<file path="src/rtl/mon_drain_if.sv">
// FIFO read port and tagged byte stream seen by the monitor drain engine.
// master = drain engine, slave = FIFO/arbiter and UART side.
interface mon_drain_if;
    logic        empty;
    logic [10:0] waddr;
    logic        rdreq;
    logic        rdack;
    logic [10:0] raddr;
    logic [17:0] rdata;
    logic        tx_valid;
    logic        tx_ready;
    logic [7:0]  tx_data;

    modport master (
        input  empty,
        input  waddr,
        input  rdack,
        input  rdata,
        input  tx_ready,
        output rdreq,
        output raddr,
        output tx_valid,
        output tx_data
    );

    modport slave (
        output empty,
        output waddr,
        output rdack,
        output rdata,
        output tx_ready,
        input  rdreq,
        input  raddr,
        input  tx_valid,
        input  tx_data
    );
endinterface

</file>
<file path="src/rtl/mon_drain.sv">
// Monitor FIFO drain: reads 18-bit samples, emits three tagged bytes each.
// Define MON_DRAIN_SYNC_EN to insert a 0x7E sync byte every 64th word.
module mon_drain (
    input  logic       clk,
    input  logic       rst,
    input  logic       mon_en,
    input  logic       flush,
    output logic       busy,
    mon_drain_if.master bus
);

    typedef enum logic [2:0] {
        IDLE,
        REQ,
        WAIT,
        B0,
        B1,
        B2
`ifdef MON_DRAIN_SYNC_EN
        ,
        SYNC
`endif
    } state_t;

    state_t      state;
    state_t      state_n;
    logic [10:0] raddr_q;
    logic [10:0] raddr_n;
    logic [17:0] word;
    logic [17:0] word_n;
    logic        tx_valid_q;
    logic        tx_valid_n;
    logic [7:0]  tx_data_q;
    logic [7:0]  tx_data_n;
    logic        tx_load;
    logic [7:0]  tx_sel;
    logic        hs;

`ifdef MON_DRAIN_SYNC_EN
    logic [5:0]  sync_cnt;
    logic [5:0]  sync_n;
`endif

    assign hs = tx_valid_q & bus.tx_ready;

    always_ff @(posedge clk) begin
        if (rst) begin
            state      <= IDLE;
            raddr_q    <= '0;
            word       <= '0;
            tx_valid_q <= 1'b0;
            tx_data_q  <= '0;
`ifdef MON_DRAIN_SYNC_EN
            sync_cnt   <= '0;
`endif
        end else begin
            state      <= state_n;
            raddr_q    <= raddr_n;
            word       <= word_n;
            tx_valid_q <= tx_valid_n;
            tx_data_q  <= tx_data_n;
`ifdef MON_DRAIN_SYNC_EN
            sync_cnt   <= sync_n;
`endif
        end
    end

    always_comb begin
        state_n    = state;
        raddr_n    = raddr_q;
        word_n     = word;
        tx_valid_n = tx_valid_q;
        tx_load    = 1'b0;
`ifdef MON_DRAIN_SYNC_EN
        sync_n     = sync_cnt;
`endif
        if (flush) begin
            state_n    = IDLE;
            raddr_n    = bus.waddr;
            tx_valid_n = 1'b0;
`ifdef MON_DRAIN_SYNC_EN
            sync_n     = '0;
`endif
        end else begin
            unique case (state)
                IDLE: begin
                    if (mon_en && !bus.empty) begin
                        state_n = REQ;
                    end
                end
                REQ: begin
                    if (bus.rdack) begin
                        state_n = WAIT;
                    end
                end
                WAIT: begin
                    word_n     = bus.rdata;
                    raddr_n    = raddr_q + 11'd1;
                    tx_valid_n = 1'b1;
                    tx_load    = 1'b1;
                    state_n    = B0;
`ifdef MON_DRAIN_SYNC_EN
                    sync_n     = sync_cnt + 6'd1;
                    if (sync_cnt == 6'd0) begin
                        state_n = SYNC;
                    end
`endif
                end
                B0: begin
                    if (hs) begin
                        state_n = B1;
                        tx_load = 1'b1;
                    end
                end
                B1: begin
                    if (hs) begin
                        state_n = B2;
                        tx_load = 1'b1;
                    end
                end
                B2: begin
                    if (hs) begin
                        state_n    = IDLE;
                        tx_valid_n = 1'b0;
                    end
                end
`ifdef MON_DRAIN_SYNC_EN
                SYNC: begin
                    if (hs) begin
                        state_n = B0;
                        tx_load = 1'b1;
                    end
                end
`endif
                default: begin
                    state_n = IDLE;
                end
            endcase
        end
    end

    // Byte for the state being entered; word_n already holds the new sample.
    always_comb begin
        tx_sel = tx_data_q;
        unique case (state_n)
            B0:      tx_sel = {2'b11, word_n[17:12]};
            B1:      tx_sel = {2'b10, word_n[11:6]};
            B2:      tx_sel = {2'b00, word_n[5:0]};
`ifdef MON_DRAIN_SYNC_EN
            SYNC:    tx_sel = 8'h7E;
`endif
            default: tx_sel = tx_data_q;
        endcase
        tx_data_n = tx_load ? tx_sel : tx_data_q;
    end

    assign bus.rdreq    = (state == REQ);
    assign bus.raddr    = raddr_q;
    assign bus.tx_valid = tx_valid_q;
    assign bus.tx_data  = tx_data_q;
    assign busy         = (state != IDLE);

endmodule

</file>
<file path="src/flat_wrapper.sv">
// flat-port wrapper written by rule: the top's interface ports become plain ports
module mon_drain_flat 
  (clk, rst, mon_en, flush, busy, bus_empty, bus_waddr, bus_rdack, bus_rdata, bus_tx_ready, bus_rdreq, bus_raddr, bus_tx_valid, bus_tx_data);
  mon_drain_if bus_i ();
  input  logic clk;
  input  logic rst;
  input  logic mon_en;
  input  logic flush;
  output logic busy;
  input wire logic [$bits(bus_i.empty)-1:0] bus_empty;
  input wire logic [$bits(bus_i.waddr)-1:0] bus_waddr;
  input wire logic [$bits(bus_i.rdack)-1:0] bus_rdack;
  input wire logic [$bits(bus_i.rdata)-1:0] bus_rdata;
  input wire logic [$bits(bus_i.tx_ready)-1:0] bus_tx_ready;
  output wire logic [$bits(bus_i.rdreq)-1:0] bus_rdreq;
  output wire logic [$bits(bus_i.raddr)-1:0] bus_raddr;
  output wire logic [$bits(bus_i.tx_valid)-1:0] bus_tx_valid;
  output wire logic [$bits(bus_i.tx_data)-1:0] bus_tx_data;
  assign bus_i.empty = bus_empty;
  assign bus_i.waddr = bus_waddr;
  assign bus_i.rdack = bus_rdack;
  assign bus_i.rdata = bus_rdata;
  assign bus_i.tx_ready = bus_tx_ready;
  assign bus_rdreq = bus_i.rdreq;
  assign bus_raddr = bus_i.raddr;
  assign bus_tx_valid = bus_i.tx_valid;
  assign bus_tx_data = bus_i.tx_data;
  mon_drain u_core (.clk(clk), .rst(rst), .mon_en(mon_en), .flush(flush), .busy(busy), .bus(bus_i));
endmodule
</file>
<file path="config.mk">
export PLATFORM = sky130hd
export DESIGN_NAME = mon_drain_flat
export DESIGN_NICKNAME = d
export VERILOG_FILES = /design/src/rtl/mon_drain_if.sv /design/src/rtl/mon_drain.sv /design/src/flat_wrapper.sv
export SDC_FILE = /design/constraint.sdc
export NUM_CORES = 1
export LEC_CHECK = 0
export BUFFER_PORTS_ARGS = -buffer_cell sky130_fd_sc_hd__buf_2
export CAP_MARGIN = 10
export CORE_AREA = 2 2 81 83
export CTS_BUF_LIST = sky130_fd_sc_hd__clkbuf_8 sky130_fd_sc_hd__clkbuf_16
export DETAILED_ROUTE_END_ITERATION = 10
export DIE_AREA = 0 0 83 85
export PLACE_DENSITY_LB_ADDON = 0.15
export RECOVER_POWER = 100
export SYNTH_ARGS = -nofsm -noshare
export SYNTH_HDL_FRONTEND = slang
export SYNTH_SLANG_ARGS = --single-unit
</file>
<file path="constraint.sdc">
create_clock -name clk -period 3.2 [get_ports clk]
set_clock_uncertainty 0.05 [all_clocks]
set_input_delay 0.32 -clock clk [delete_from_list [all_inputs] [get_ports clk]]
set_output_delay 0.32 -clock clk [all_outputs]
set_load 0.01 [all_outputs]
</file>
==> results of run 1 <==
[synthesized netlist by cell type (2+ instances only)]
cell type and count:
sky130_fd_sc_hd__a2111oi_0 2, sky130_fd_sc_hd__a211oi_1 15, sky130_fd_sc_hd__a211oi_2 2, sky130_fd_sc_hd__a21oi_1 3, sky130_fd_sc_hd__a222oi_1 6, sky130_fd_sc_hd__a311oi_1 2
sky130_fd_sc_hd__and2_1 2, sky130_fd_sc_hd__buf_4 2, sky130_fd_sc_hd__buf_6 3, sky130_fd_sc_hd__clkbuf_1 8, sky130_fd_sc_hd__dfxtp_1 41, sky130_fd_sc_hd__inv_1 4
sky130_fd_sc_hd__mux2_1 4, sky130_fd_sc_hd__mux2_2 7, sky130_fd_sc_hd__mux2_4 7, sky130_fd_sc_hd__nand2_1 9, sky130_fd_sc_hd__nand2b_1 3, sky130_fd_sc_hd__nand3_1 4
sky130_fd_sc_hd__nand4_1 3, sky130_fd_sc_hd__nor2_1 17, sky130_fd_sc_hd__nor2b_1 20, sky130_fd_sc_hd__nor3_1 12, sky130_fd_sc_hd__nor4_4 2, sky130_fd_sc_hd__or3b_1 2
sky130_fd_sc_hd__xnor2_1 7, sky130_fd_sc_hd__xor2_1 2
[tightest hold or removal path, cell delays in order]
cell	delay (ns)
sky130_fd_sc_hd__buf_2	0.09
sky130_fd_sc_hd__nor2_1	0.08
sky130_fd_sc_hd__a211oi_1	0.05
[final cells by class]
class | instances | area, sq um | share of cell area [%]
multi-input combinational | 147 | 1060 | 44.9
sequential | 41 | 821 | 34.9
timing repair buffer | 60 | 282 | 12.0
tap | 77 | 96.3 | 4.09
clock buffer | 5 | 68.8 | 2.92
clock inverter | 3 | 15.0 | 0.638
inverter | 4 | 15.0 | 0.638
[sequential cells by signal, summed over array words and instances (netlist names)]
name / cells
u_core.bus.raddr: 11
u_core.bus.tx_data: 8
u_core.bus.tx_valid: 1
u_core.state: 3
u_core.word: 18
[routing by layer]
metal / GRT usage (%) / routed length [um] / vias up
li1: - / - / 860
met1: 18.6 / 2370 / 741
met2: 21.4 / 1970 / 47
met3: 3.89 / 277 / 8
met4: 5.81 / 86 / 0
met5: 0 / 0 / -
[metrics by stage]
stage	util, %	hold WS [ns]
floorplan	-	0.361
global placement	38.1	0.439
detailed placement	38.1	0.447
CTS	39.4	0.231
global route	38.0	0.252
finish	38.0	0.237
[logic make-up (layout without fill, tap and decap cells)]
| logic type | after synthesis | after routing | share of synthesized area (%) |
|---|---|---|---|
| AO/OA/AOI/OAI | 37 | 37 | 15.3 |
| XOR/XNOR | 9 | 9 | 3.86 |
| multiplexers | 18 | 18 | 11.2 |
| flip-flops | 41 | 41 | 40.2 |
| adder cells (fa/ha/maj) | 1 | 1 | 0.613 |
| buffers and inverters | 18 | 72 | 4.84 |
| AND/OR/NAND/NOR | 82 | 82 | 24.0 |
[final timing paths]
path / to / depth (start not counted) / from / slack (ns)
max: u_core.bus.tx_data[3] / 5 / u_core.state[1] / 0.92
min: u_core.bus.raddr[6] / 3 / bus_waddr[6] / 0.24
max reg2reg: u_core.bus.tx_data[3] / 5 / u_core.state[1] / 0.92
min reg2reg: u_core.bus.tx_data[6] / 2 / u_core.bus.tx_data[6] / 0.45
[report_power, final]
| group | leakage (nW) | internal (mW) | total (mW) | switching [mW] |
|---|---|---|---|---|
| clock | 0.0467 | 0.148 | 0.326 | 0.178 |
| sequential | 0.333 | 0.522 | 0.536 | 0.0146 |
| combinational | 0.524 | 0.0384 | 0.0816 | 0.0432 |
==> qor_table.md, run 1 <==
| Metric | Value | Unit |
|:---|:---|:---|
| Max Cap Violations | 0 | - |
| Placeable Area | 0.00620 | sq mm |
| Number of failing hold endpoints at the final stage | 0 | - |
| Worst Max-Slew Pin Slew | 0.784 | ns |
| Initial standard-cell utilization of the core | 32.9 | % |
| Final layout net count | 296 | - |
| CP Data Arrival Time | 2.37 | ns |
| TritonCTS buffer count | 5 | - |
| Post-route fraction of the period consumed by the critical path | 71.2 | % |
| Total Die Area | 0.00706 | sq mm |
| Post-Syn Instances | 206 | - |
| Post-synthesis register bit count | 41 | - |
| Total power | 944 | uW |
| Die Span X | 83 | um |
| Main flop type after synthesis | sky130_fd_sc_hd__dfxtp_1 | - |
| CP Launch Type | register | - |
| Via/cell ratio | 4.91 | - |
| Synth warn | 0 | - |
| Worst-case setup margin in the final layout | 0.921 | ns |
| Crit-path leading delay family | flip-flops | - |
| Post-synthesis net count | 243 | - |
| Vias | 1656 | - |
| # hold bufs at CTS | 0 | - |
| Antenna Nets Post-Route | 0 | - |
| Cell type of the slowest stage on the worst timing path | sky130_fd_sc_hd__dfxtp_1 | - |
| Max incr delay on CP | 0.53 | ns |
| Cells after DPL | 329 | - |
| Max Clock Freq | 439 | MHz |
| Leading area contributor after synthesis | sky130_fd_sc_hd__dfxtp_1 | - |
| Final HPWL from detailed placement | 3200 | um |
| Synth Area per Inst | 9.91 | sq um |
| H-tree level count | 2 | - |
| Number of placement rows | 29 | - |
| Most frequent cells in the layout | sky130_fd_sc_hd__dfxtp_1 (41), sky130_fd_sc_hd__buf_2 (36), sky130_fd_sc_hd__clkbuf_1 (21), sky130_fd_sc_hd__nor2b_1 (20), sky130_fd_sc_hd__nor2_1 (17) | - |
| Worst Setup End Kind | register | - |
| Buffers inserted during post-CTS setup optimization | 0 | - |
| Total global routing track utilization | 14.0 | % |
| Fin area | 0.00235 | sq mm |
| Number of buffer and inverter instances along the worst setup path | 1 | - |
| Reported leakage power | 0.904 | nW |
| Number of antenna violations at the first check in global routing | 0 | - |
| Sequential element share of the synthesized area | 40.2 | % |
| Worst-skew pair later-pin latency | 0.30 | ns |
| GR Overflow Total | 0 | - |
| Port bufs | 57 | - |
| Number of sinks on the clock net | 41 | - |
| Worst hold-check path type | in2reg | - |
| Wire length per cell after detailed routing | 13.9 | um |
| Number of inserted filler cells in the final layout | 655 | - |
| Result of the run | finished, final reports clean | - |
| Number of I/O pins | 58 | - |
| Post-synth ARST share | 0 | % |
| Cell-by-cell trace of the critical path | nor4b_1, buf_4, mux2_2, a222oi_1, a211oi_1 | - |
| DR pass1 iterations | 5 | - |
| Most common library cell in the layout ignoring fill and taps | sky130_fd_sc_hd__dfxtp_1 | - |
| Cell area after synthesis | 0.00204 | sq mm |
| Clock transition at the registers of the reported paths | 0.08 | ns |
| Headroom to the max-slew limit | 47.8 | % |
| Vias in the first global route | 1660 | - |
| 1st-iter DRT viols | 82 | - |
| Top cells by area in the synthesized netlist | sky130_fd_sc_hd__dfxtp_1 (40%), sky130_fd_sc_hd__nor2b_1 (6.1%), sky130_fd_sc_hd__a211oi_1 (5.5%), sky130_fd_sc_hd__mux2_4 (5.2%), sky130_fd_sc_hd__mux2_2 (3.9%) | - |
| Count of flip-flops with a built-in enable after synthesis | 0 | - |
| Diodes inserted | 0 | - |
| Buffer levels on the longest clock path | 2 | - |
| Critical path peak fanout | 27 | - |
| Unique masters post-synth | 43 | - |
| Maximum vdd ir drop | 0.000161 | V |
| Routed wire length | 4700 | um |
| Final setup violating endpoints | 0 | - |
| Setup repair after global routing missed its margin | false | - |
| Portion of synthesized cell area occupied by the leading cell type | 40.2 | % |
| Power per cell area | 401 | mW/mm^2 |
| Area post-placement | 0.00236 | sq mm |
| Time the worst path needs with I/O delays and setup | 2.28 | ns |
| Data required time at the worst endpoint | 3.30 | ns |
| Gpl congestion | 0.746 | - |
| Wire length of the first global-routing pass | 8030 | um |
| Post-Place Worst Slack | 0.976 | ns |
| Signed area change from the synthesized netlist to the final layout | 15.4 | % |
| Startpoint-to-endpoint class of the critical path | reg2reg | - |
| Die extent in y | 85 | um |
| Maximum number of pins on one net before global-route repair | 42 | - |
| CTS-repair resized insts | 0 | - |
| TritonCTS clock tree | done | - |
| Clock Root Buffer | sky130_fd_sc_hd__clkbuf_8 | - |
| Ratio of cells with drive above 1 in the final layout | 21.9 | % |
| Pins Over Slew Limit | 0 | - |
| Post-layout instance count excluding filler cells | 337 | - |
| DRC viols | 0 | - |
| TNS Setup | 0 | ns |
No activity file was read; power rests on OpenSTA's default activity.
==> run 2: changes to the inputs <==
- clock period: 3.2 -> 2.1 ns (I/O delays scaled with it)
==> qor_table.md, run 2 (synthesis results as in run 1) <==
| Metric | Value | Unit |
|:---|:---|:---|
| Result of the run | finished, final reports clean | - |
| H-tree level count | 2 | - |
| Final setup violating endpoints | 0 | - |
| Crit path depth | 5 | - |
| Worst hold-check path type | in2reg | - |
| Number of placement rows | 29 | - |
| Wire length of the first global-routing pass | 8180 | um |
| Antenna Nets Post-Route | 0 | - |
| Ratio of cells with drive above 1 in the final layout | 24.4 | % |
| Maximum vdd ir drop | 0.000444 | V |
| Fin area | 0.00247 | sq mm |
| DR pass1 iterations | 5 | - |
| Max Cap Violations | 0 | - |
| TritonCTS buffer count | 5 | - |
| Signed area change from the synthesized netlist to the final layout | 21.1 | % |
| Post-Place Worst Slack | 0.149 | ns |
| TNS Setup | 0 | ns |
| Register with the most flip-flops | u_core.word | - |
| Number of antenna violations at the first check in global routing | 0 | - |
| Max FFs per register | 18 | - |
| Vias in the first global route | 1662 | - |
| Final layout net count | 302 | - |
| Total Die Area | 0.00706 | sq mm |
| Final HPWL from detailed placement | 3220 | um |
| Vias | 1685 | - |
| Max incr delay on CP | 0.37 | ns |
| Gate power share | 8.2 | % |
| Total global routing track utilization | 14.4 | % |
| Cell-by-cell trace of the critical path | nor4b_4, buf_12, mux2_2, a222oi_1, a211oi_1 | - |
| Data required time at the worst endpoint | 2.19 | ns |
| Time the worst path needs with I/O delays and setup | 1.95 | ns |
| Worst Max-Slew Pin Slew | 0.772 | ns |
| Internal | 1.24 | mW |
| 1st-iter DRT viols | 109 | - |
| Gpl congestion | 0.755 | - |
| Switch Pwr | 365 | uW |
| Headroom to the max-slew limit | 48.5 | % |
| # hold bufs at CTS | 0 | - |
| Final design utilization | 39.8 | % |
| Number of buffer and inverter instances along the worst setup path | 1 | - |
| Startpoint-to-endpoint class of the critical path | reg2reg | - |
| Reported leakage power | 0.968 | nW |
| Worst-case setup margin in the final layout | 0.149 | ns |
| CTS-repair resized insts | 0 | - |
| Wire length per cell after detailed routing | 13.8 | um |
| Power per cell area | 649 | mW/mm^2 |
| Sequential power share | 50.8 | % |
| CP Launch Type | register | - |
| Number of sinks on the clock net | 41 | - |
| GR Overflow Total | 0 | - |
| Die extent in y | 85 | um |
| Buffer levels on the longest clock path | 2 | - |
| Worst Setup End Kind | register | - |
| Buffers inserted during post-CTS setup optimization | 0 | - |
| Most frequent cells in the layout | sky130_fd_sc_hd__dfxtp_1 (41), sky130_fd_sc_hd__buf_2 (36), sky130_fd_sc_hd__clkbuf_1 (22), sky130_fd_sc_hd__nor2b_1 (20), sky130_fd_sc_hd__nor2_1 (17) | - |
| Cell type of the slowest stage on the worst timing path | sky130_fd_sc_hd__mux2_2 | - |
| Initial standard-cell utilization of the core | 32.9 | % |
| Placeable Area | 0.00620 | sq mm |
| DRC viols | 0 | - |
| Worst-skew pair later-pin latency | 0.29 | ns |
| Proportion of power drawn by the clock network | 41.0 | % |
| Fraction of power spent switching nets | 22.7 | % |
| Critical path peak fanout | 27 | - |
| Die Span X | 83 | um |
| Number of I/O pins | 58 | - |
| Cells on worst reg2reg path | 5 | - |
| Port bufs | 57 | - |
| Via/cell ratio | 4.91 | - |
| Instance count along the most critical hold path | 3 | - |
| Clock Root Buffer | sky130_fd_sc_hd__clkbuf_8 | - |
| Clock transition at the registers of the reported paths | 0.08 | ns |
| TritonCTS clock tree | done | - |
| Pins Over Slew Limit | 0 | - |
| Maximum number of pins on one net before global-route repair | 42 | - |
| Post-route fraction of the period consumed by the critical path | 92.9 | % |
| Routed wire length | 4730 | um |
| Most common library cell in the layout ignoring fill and taps | sky130_fd_sc_hd__dfxtp_1 | - |
| Setup repair after global routing missed its margin | false | - |
| CP Data Arrival Time | 2.04 | ns |
| Area post-placement | 0.00242 | sq mm |
| Number of failing hold endpoints at the final stage | 0 | - |
| Diodes inserted | 0 | - |
| Crit-path leading delay family | compound AO/OA/AOI/OAI gates | - |
| Max Clock Freq | 513 | MHz |
[run 2: cell count changes in the layout (fill, tap and decap cells not counted), sizes merged]
cell | previous run | this run
clkbuf | 26 | 28
bufinv | 0 | 1
inv | 6 | 5
buf | 39 | 44
clkinvlp | 1 | 0
[run 2: worst paths after layout]
path / slack (ns) / startpoint / to
max: 0.15 / u_core.state[0] / u_core.bus.tx_data[0]
min: 0.14 / bus_waddr[6] / u_core.bus.raddr[6]
max reg2reg: 0.15 / u_core.state[0] / u_core.bus.tx_data[0]
min reg2reg: 0.45 / u_core.bus.tx_data[6] / u_core.bus.tx_data[6]
[run 2: metal layers]
| layer | GRT usage, % | part of all wire [%] | vias up |
|---|---|---|---|
| li1 | - | - | 866 |
| met1 | 18.7 | 48 | 771 |
| met2 | 23.2 | 46 | 46 |
| met3 | 4.38 | 5.8 | 2 |
| met4 | 4.02 | 0.61 | 0 |
| met5 | 0 | 0 | - |
[run 2: layout make-up]
cell class / instances / area, sq um
inverters: 4 / 15.0
repair buffers: 66 / 335
clock buffers: 6 / 82.6
flip-flops and latches: 41 / 821
clock inverters: 2 / 33.8
fillers: 664 / 3730
well taps: 77 / 96.3
multi-input cells: 147 / 1090
[run 2: stage by stage]
step,hold WS (ns),std cells,power (mW)
finish,0.135,343,1.60
floorplan,0.251,206,0.905
CTS,0.126,343,1.64
global route,0.125,343,1.69
global placement,0.439,335,0.972
detailed placement,0.441,335,0.972
[run 2: power groups by stage]
stage                     Sequential [mW]  Clock [mW]  Combinational, mW
final                               0.815       0.658              0.131
after global routing                0.819       0.719              0.150
after CTS                           0.815       0.687              0.140
after detailed placement            0.833           0              0.139
after global placement              0.833           0              0.139
after floorplan                     0.838           0             0.0674
[run 2: worst register-to-register path: stages (launching register included)]
cell and delay, ns:
sky130_fd_sc_hd__dfxtp_1 0.35, sky130_fd_sc_hd__nor4b_4 0.31, sky130_fd_sc_hd__buf_12 0.23, sky130_fd_sc_hd__mux2_2 0.37
sky130_fd_sc_hd__a222oi_1 0.37, sky130_fd_sc_hd__a211oi_1 0.12
==> run 3: changes to the inputs <==
- CTS_BUF_LIST: sky130_fd_sc_hd__clkbuf_8 sky130_fd_sc_hd__clkbuf_16 -> unset
==> qor_table.md, run 3 (synthesis results as in run 1) <==
| Metric | Value | Unit |
|:---|:---|:---|
| Cell-by-cell trace of the critical path | nor4b_4, buf_12, mux2_2, a222oi_1, a211oi_1 | - |
| DRC viols | 0 | - |
| DR pass1 iterations | 4 | - |
| Post-Place Worst Slack | 0.149 | ns |
| Number of inserted filler cells in the final layout | 664 | - |
| Start of the worst register-to-register path | u_core.state[0] | - |
| Hold Worst Slack | 0.135 | ns |
| Post-route fraction of the period consumed by the critical path | 93.0 | % |
| Worst Setup End Kind | register | - |
| Via/cell ratio | 4.93 | - |
| Max Clock Freq | 512 | MHz |
| # hold bufs at CTS | 0 | - |
| Maximum number of pins on one net before global-route repair | 42 | - |
| Gpl congestion | 0.755 | - |
| Final HPWL from detailed placement | 3220 | um |
| Number of antenna violations at the first check in global routing | 0 | - |
| Number of failing hold endpoints at the final stage | 0 | - |
| Buffers inserted during post-CTS setup optimization | 0 | - |
| Power per cell area | 651 | mW/mm^2 |
| Startpoint-to-endpoint class of the critical path | reg2reg | - |
| Die Span X | 83 | um |
| Maximum vdd ir drop | 0.000444 | V |
| TritonCTS clock tree | done | - |
| Final design utilization | 39.8 | % |
| Final layout net count | 302 | - |
| Max incr delay on CP | 0.37 | ns |
| Vias in the first global route | 1662 | - |
| Die extent in y | 85 | um |
| Clock Root Buffer | sky130_fd_sc_hd__clkbuf_8 | - |
| Wire length per cell after detailed routing | 13.8 | um |
| Max Cap Violations | 0 | - |
| TritonCTS buffer count | 5 | - |
| Headroom to the max-slew limit | 48.6 | % |
| Result of the run | finished, final reports clean | - |
| H-tree level count | 2 | - |
| CTS-repair resized insts | 0 | - |
| Worst-case setup margin in the final layout | 0.147 | ns |
| Vias | 1691 | - |
| Port bufs | 57 | - |
| 1st-iter DRT viols | 109 | - |
| Most common library cell in the layout ignoring fill and taps | sky130_fd_sc_hd__dfxtp_1 | - |
| Time the worst path needs with I/O delays and setup | 1.95 | ns |
| Routed wire length | 4720 | um |
| Final setup violating endpoints | 0 | - |
| Number of placement rows | 29 | - |
| Critical path peak fanout | 27 | - |
| Total Die Area | 0.00706 | sq mm |
| Register with the most flip-flops | u_core.word | - |
| Initial standard-cell utilization of the core | 32.9 | % |
| Startpoint of the lowest-slack hold path | bus_waddr[6] | - |
| TNS Setup | 0 | ns |
| Antenna Nets Post-Route | 0 | - |
| CP Launch Type | register | - |
| Max FFs per register | 18 | - |
| Worst hold-check path type | in2reg | - |
| Total global routing track utilization | 14.4 | % |
| Number of sinks on the clock net | 41 | - |
| Worst setup path startpoint | u_core.state[0] | - |
| Total power | 1.61 | mW |
| Most frequent cells in the layout | sky130_fd_sc_hd__dfxtp_1 (41), sky130_fd_sc_hd__buf_2 (36), sky130_fd_sc_hd__clkbuf_1 (23), sky130_fd_sc_hd__nor2b_1 (20), sky130_fd_sc_hd__nor2_1 (17) | - |
| Wire length of the first global-routing pass | 8180 | um |
| Worst-skew pair later-pin latency | 0.29 | ns |
| Data required time at the worst endpoint | 2.19 | ns |
| Number of I/O pins | 58 | - |
| Setup repair after global routing missed its margin | false | - |
| Placeable Area | 0.00620 | sq mm |
| Diodes inserted | 0 | - |
| Clock transition at the registers of the reported paths | 0.08 | ns |
| Cell type of the slowest stage on the worst timing path | sky130_fd_sc_hd__mux2_2 | - |
| Worst Max-Slew Pin Slew | 0.772 | ns |
| Reported leakage power | 0.964 | nW |
| Ratio of cells with drive above 1 in the final layout | 24.4 | % |
| Pins Over Slew Limit | 0 | - |
| GR Overflow Total | 0 | - |
| CP Data Arrival Time | 2.04 | ns |
| Buffer levels on the longest clock path | 2 | - |
| Signed area change from the synthesized netlist to the final layout | 21.1 | % |
-- run 3: final cells by class --
cell class	count	area, sq um	area share [%]
tap	77	96.3	3.90
timing repair buffer	66	335	13.6
inverter	4	15.0	0.608
clock inverter	1	30.0	1.22
multi-input combinational	147	1090	44.0
clock buffer	7	86.3	3.49
sequential	41	821	33.2
-- run 3: metrics by stage --
step / area, sq um / cells
finish: 2470 / 343
global route: 2470 / 343
CTS: 2530 / 343
detailed placement: 2420 / 335
global placement: 2420 / 335
floorplan: 2040 / 206
-- run 3: critical path, delay by kind of cell, from the launching register on --
kind / cells / cell delay, ns
AO/OA/AOI/OAI: 2 / 0.49
multiplexers: 1 / 0.37
flip-flops: 1 / 0.35
buffers and inverters: 1 / 0.23
AND/OR/NAND/NOR: 1 / 0.31
-- run 3: final timing paths --
kind / end / slack (ns) / cells after the start
hold / removal: u_core.bus.raddr[6] / 0.13 / 3
setup / recovery: u_core.bus.tx_data[0] / 0.15 / 5
hold reg to reg: u_core.bus.tx_data[6] / 0.45 / 2
setup reg to reg: u_core.bus.tx_data[0] / 0.15 / 5
-- run 3: metal layers --
| metal | part of all wire [%] | global-route usage [%] | up-vias |
|---|---|---|---|
| met3 | 6.3 | 4.38 | 2 |
| met4 | 0.61 | 4.02 | 0 |
| met5 | 0 | 0 | - |
| met2 | 46 | 23.2 | 48 |
| met1 | 47 | 18.7 | 775 |
| li1 | - | - | 866 |
-- run 3: power breakdown --
group | leakage [nW] | internal, mW | switching, mW
registers | 0.333 | 0.795 | 0.0201
logic | 0.572 | 0.0618 | 0.0695
clock network | 0.0585 | 0.388 | 0.275
